`src/rtl/mem_stage.sv`:
```
// Pipeline MEM stage: issues data-memory requests for loads/stores, stalls on
// dm_ready, formats load data and registers the MEM/WB fields.
module mem_stage (
  input  logic        clk,
  input  logic        rst,
  input  logic        ex_valid,
  input  logic [6:0]  ex_opcode,
  input  logic [2:0]  ex_funct3,
  input  logic [4:0]  ex_rd,
  input  logic        ex_reg_write,
  input  logic [31:0] ex_alu_out,
  input  logic [31:0] ex_lui_out,
  input  logic [31:0] ex_store_data,
  output logic        dm_req,
  output logic [3:0]  dm_we,
  output logic [31:0] dm_addr,
  output logic [31:0] dm_wdata,
  input  logic [31:0] dm_rdata,
  input  logic        dm_ready,
  output logic        mem_stall,
  output logic [6:0]  MEM_WBk,
  output logic [31:0] wb_alu_out,
  output logic [31:0] wb_lui_out,
  output logic [31:0] wb_DM_out,
  output logic [4:0]  wb_rd,
  output logic        wb_reg_write
);

  // state | meaning
  // IDLE  | no access outstanding; a memory op requests combinationally
  // WAIT  | access issued, holding request until dm_ready
  typedef enum logic {IDLE = 1'b0, WAIT = 1'b1} state_t;

  localparam logic [6:0] OP_LOAD  = 7'b0000011;
  localparam logic [6:0] OP_STORE = 7'b0100011;

  state_t      r_state, w_state_nxt;
  logic        w_is_load, w_is_store, w_mem_op;
  logic [7:0]  w_byte;
  logic [15:0] w_half;
  logic [31:0] w_load_fmt;

  assign w_is_load  = ex_valid && (ex_opcode == OP_LOAD);
  assign w_is_store = ex_valid && (ex_opcode == OP_STORE);
  assign w_mem_op   = w_is_load | w_is_store;

  always_ff @(posedge clk or negedge rst) begin
    if (!rst) r_state <= IDLE;
    else      r_state <= w_state_nxt;
  end

  always_comb begin
    w_state_nxt = r_state;
    dm_req      = 1'b0;
    case (r_state)
      IDLE: begin
        dm_req = w_mem_op;
        if (w_mem_op && !dm_ready) w_state_nxt = WAIT;
      end
      WAIT: begin
        dm_req = 1'b1;
        if (dm_ready) w_state_nxt = IDLE;
      end
      default: w_state_nxt = IDLE;
    endcase
  end

  assign mem_stall = dm_req & ~dm_ready;
  assign dm_addr   = dm_req ? {ex_alu_out[31:2], 2'b00} : 32'd0;

  // Sub-word stores place the data on every lane; the strobe picks the lane.
  always_comb begin
    dm_we    = 4'b0000;
    dm_wdata = 32'd0;
    if (dm_req && w_is_store) begin
      case (ex_funct3)
        3'b000: begin
          dm_we    = 4'b0001 << ex_alu_out[1:0];
          dm_wdata = {4{ex_store_data[7:0]}};
        end
        3'b001: begin
          dm_we    = 4'b0011 << {ex_alu_out[1], 1'b0};
          dm_wdata = {2{ex_store_data[15:0]}};
        end
        3'b010: begin
          dm_we    = 4'b1111;
          dm_wdata = ex_store_data;
        end
        default: begin
          dm_we    = 4'b0000;
          dm_wdata = 32'd0;
        end
      endcase
    end
  end

  always_comb begin
    w_byte = dm_rdata[7:0];
    case (ex_alu_out[1:0])
      2'b00: w_byte = dm_rdata[7:0];
      2'b01: w_byte = dm_rdata[15:8];
      2'b10: w_byte = dm_rdata[23:16];
      2'b11: w_byte = dm_rdata[31:24];
      default: w_byte = dm_rdata[7:0];
    endcase
    w_half = ex_alu_out[1] ? dm_rdata[31:16] : dm_rdata[15:0];
    case (ex_funct3)
      3'b000:  w_load_fmt = {{24{w_byte[7]}}, w_byte};
      3'b001:  w_load_fmt = {{16{w_half[15]}}, w_half};
      3'b010:  w_load_fmt = dm_rdata;
      3'b100:  w_load_fmt = {24'd0, w_byte};
      3'b101:  w_load_fmt = {16'd0, w_half};
      default: w_load_fmt = 32'd0;
    endcase
  end

  // A stall cycle inserts a bubble; data fields hold their last value.
  always_ff @(posedge clk or negedge rst) begin
    if (!rst) begin
      MEM_WBk      <= 7'd0;
      wb_alu_out   <= 32'd0;
      wb_lui_out   <= 32'd0;
      wb_DM_out    <= 32'd0;
      wb_rd        <= 5'd0;
      wb_reg_write <= 1'b0;
    end else if (mem_stall) begin
      MEM_WBk      <= 7'd0;
      wb_reg_write <= 1'b0;
    end else begin
      MEM_WBk      <= ex_valid ? ex_opcode : 7'd0;
      wb_alu_out   <= ex_alu_out;
      wb_lui_out   <= ex_lui_out;
      wb_DM_out    <= w_is_load ? w_load_fmt : 32'd0;
      wb_rd        <= ex_rd;
      wb_reg_write <= ex_valid & ex_reg_write;
    end
  end

endmodule

```
`config.mk`:
```
export PLATFORM = sky130hd
export DESIGN_NAME = mem_stage
export DESIGN_NICKNAME = d
export VERILOG_FILES = /design/src/rtl/mem_stage.sv
export SDC_FILE = /design/constraint.sdc
export NUM_CORES = 1
export LEC_CHECK = 0
export ABC_CLOCK_PERIOD_IN_PS = 2400
export BUFFER_PORTS_ARGS = -buffer_cell sky130_fd_sc_hd__buf_2
export CAP_MARGIN = 10
export CELL_PAD_IN_SITES_DETAIL_PLACEMENT = 0
export CELL_PAD_IN_SITES_GLOBAL_PLACEMENT = 1
export CORE_MARGIN = 2
export CORE_UTILIZATION = 33
export CTS_BUF_LIST = sky130_fd_sc_hd__clkbuf_8
export DETAILED_ROUTE_END_ITERATION = 7
export GPL_ROUTABILITY_DRIVEN = 0
export PLACE_DENSITY_LB_ADDON = 0.15
export SETUP_SLACK_MARGIN = 0.1
export SYNTH_ARGS = -nofsm -noshare
export SYNTH_HDL_FRONTEND = slang
export SYNTH_SLANG_ARGS = --single-unit
```
`constraint.sdc`:
```
create_clock -name clk -period 2.4 [get_ports clk]
set_clock_uncertainty 0.15 [all_clocks]
set_input_delay 0.48 -clock clk [delete_from_list [all_inputs] [get_ports clk]]
set_output_delay 0.48 -clock clk [all_outputs]
set_load 0.01 [all_outputs]
```
==> run summary <==
Hold/Removal Path Class: in -> async
Synth Register Bits: 110
Synthesized instance count: 498
Static Leakage: 4.403 nW
Largest stage delay on the critical path: 0.41 ns
Area of the mapped netlist: 5633 µm²
Final core area utilization: 50.40%
Hpwl dp: 14370 µm
CTS Buffer Depth: 2
CTS root buffer: clkbuf_8
Status: complete, but fails checks
Drt pass-1 iters: 4
Final #Nets: 992
Port bufs: 324
Period utilization: 98.91%
Global-route wire length before repair: 28640 µm
Worst EP arrival: 1.74 ns
Failing checks: negative hold slack
Layout fillers: 1536
Tmin final: 2.374 ns
Sink Count: 110
Post-route DRC: 0
Final hold violations: 6
VDD IR max: 0.0002630 V
Worst setup path class: in -> out
Worst-path cell chain: buf_6, or3_4, nor3_4, nand3_2, buf_12, nor2_1, buf_2
Via count: 5227
Die height: 134.7 µm
Max-cap violation count: 0
Number of flops mapped to enable cells by yosys: 0
Share of post-route cells with drive strength above 1: 58.66%
Final WL: 19510 µm
Starting Density: 33.85%
# H-tree levels: 3
Max Clk Rate: 421.2 MHz
Mean Syn Cell Area: 11.31 µm²
Worst setup path startpoint: ex_opcode[2]
Dpl ws: -0.03170 ns
Antenna violations before repair: 1
Ports: 327
Async SR Flop Fraction: 100.0%
Max_slew headroom: 57.25%
CP delay by family, top: simple AND/OR/NAND/NOR gates
Power per cell area: 439.9 nW/µm²
Layout Cells excl Fill: 1069
Core area: 16640 µm²
Total power: 0.003690 W
Yosys Warn Count: 0
FP Rows: 47
Synth cell types: 50
Synth Flop Type: dfrtp_1
TritonCTS clock tree: built
CP Max Fanout: 27
Critical R2R Launch: r_state$_DFF_PN0_
Final setup viols: 0
CTS Buf Count: 9
Placed insts: 1037
Die width: 134.7 µm
Clk_lat worst skew: 0.39 ns
Global route overflow: 0
Via density: 4.890
Hold slack final: -0.01371 ns
Tot GR Track Use: 20.47%
CP required: 1.77 ns
CP Buf/Inv Count: 3
Vias in the first global route: 5265
DRT antenna net count: 0
Share of the yosys chip area belonging to registers: 48.87%
DR iter-0 viols: 142
Area growth, synth to finish: 48.91%
Routed len/inst: 18.25 µm
Crit. End Element: output pin
Startpoint Class: primary input
Clock slew at reported path FFs: 0.11 ns
RSZ-0062 raised after global routing: yes
Ant diodes: 0
Largest net degree at the start of global routing: 111
Worst Max-Slew Pin Slew: 0.6385 ns
CP max-delay cell: or3_4
Final worst slack: 0.02607 ns
Max Slew Vio Count: 0
Die area: 18130 µm²
==> what timing repair did <==
item | in CTS | in global routing
pin swaps | 0 | 8
cloned | 0 | 4
setup endpoints to repair | 67 | 70
hold buffers | 0 | 0
resized for setup | 11 | 84
setup buffers | 13 | 0
==> sequential cells by signal (all words and copies together) (netlist names) <==
signal        flops
wb_reg_write      1
wb_rd             5
wb_lui_out       32
wb_DM_out        32
r_state           1
wb_alu_out       32
MEM_WBk           7
==> worst paths after layout <==
path / to / slack (ns) / cells past startpoint
hold / removal: wb_lui_out[11]$_DFFE_PN0N_ / -0.01 / 2
setup / recovery: dm_wdata[29] / 0.03 / 7
min in group clk: MEM_WBk[3]$_DFF_PN0_ / 0.16 / 2
hold reg to reg: wb_DM_out[5]$_DFFE_PN0N_ / 0.35 / 2
max in group asynchronous: wb_DM_out[9]$_DFFE_PN0N_ / 1.64 / 2
setup reg to reg: wb_rd[3]$_DFFE_PN0N_ / 0.37 / 7
==> synth_stat cells (all sizes together) (2+ instances only) <==
| master | number | share of area [%] |
|---|---|---|
| a211o | 5 | 0.78 |
| a211oi | 2 | 0.27 |
| a21oi | 34 | 3.0 |
| a221oi | 7 | 1.1 |
| a22oi | 16 | 2.1 |
| a2bb2oi | 16 | 2.5 |
| and2 | 8 | 0.89 |
| and3 | 10 | 1.1 |
| and3b | 5 | 0.78 |
| buf | 16 | 3.1 |
| clkbuf | 21 | 1.4 |
| clkinv | 2 | 0.16 |
| dfrtp | 110 | 49 |
| inv | 3 | 0.20 |
| mux2 | 75 | 17 |
| mux2i | 4 | 0.71 |
| nand2 | 38 | 2.5 |
| nand2b | 4 | 0.44 |
| nor2 | 32 | 2.1 |
| nor2b | 42 | 4.7 |
| nor3 | 4 | 0.36 |
| nor4 | 3 | 0.60 |
| o21ai | 15 | 1.3 |
| o31ai | 5 | 0.67 |
| or3 | 6 | 0.76 |
==> metal layers <==
metal,vias to the layer above,routed length (µm),global-route usage (%)
met5,-,0,0
met4,0,336,6.433
met3,24,1411,5.893
met2,214,9674,35.53
met1,2531,8090,24.49
li1,2458,-,-
==> cells in the final DEF, fill, tap and decap left out, drive strengths merged, types with 5 or more instances in the layout <==
| master | synthesis | layout |
|---|---|---|
| a21oi | 34 | 34 |
| a2bb2oi | 16 | 16 |
| a22oi | 16 | 16 |
| o31ai | 5 | 5 |
| buf | 16 | 368 |
| dfrtp | 110 | 110 |
| clkbuf | 21 | 12 |
| o21ai | 15 | 15 |
| nand2 | 38 | 38 |
| nor2 | 32 | 32 |
| mux2 | 75 | 75 |
| a211o | 5 | 5 |
| and3b | 5 | 5 |
| a221oi | 7 | 7 |
| and2 | 8 | 8 |
| nor2b | 42 | 42 |
| or3 | 6 | 6 |
| and3 | 10 | 10 |
| inv | 3 | 5 |
==> cell families after synthesis <==
family | Yosys count | synth area share, %
and+or+nand+nor | 159 | 15.46
DFF | 110 | 48.87
AOI/OAI and AO/OA | 107 | 13.06
muxes | 79 | 17.70
buffers and inverters | 42 | 4.842
other | 1 | 0.06657
==> layout make-up <==
cell class,count,area (µm²),area share (%)
well taps,220,275.3,3.282
clock buffers,9,123.9,1.477
flip-flops and latches,110,2753,32.82
inverters,5,31.28,0.3729
clock inverters,7,56.30,0.6712
multi-input cells,347,2844,33.91
repair buffers,371,2305,27.48
==> stage by stage <==
step                area, µm²  TNS (ns)
finish                   8388         0
global route             8388   -0.1004
CTS                      7940         0
global placement         7605         0
floorplan                5660         0
detailed placement       7605   -0.6992
==> power breakdown <==
| part | switching, W | leakage [nW] | internal, W | total (W) |
|---|---|---|---|---|
| logic | 0.000323 | 2.95 | 0.000337 | 0.000659 |
| registers | 0.0000324 | 1.37 | 0.00192 | 0.00195 |
| clock network | 0.000689 | 0.0838 | 0.000389 | 0.00108 |
(Power assumes the default switching activity.)
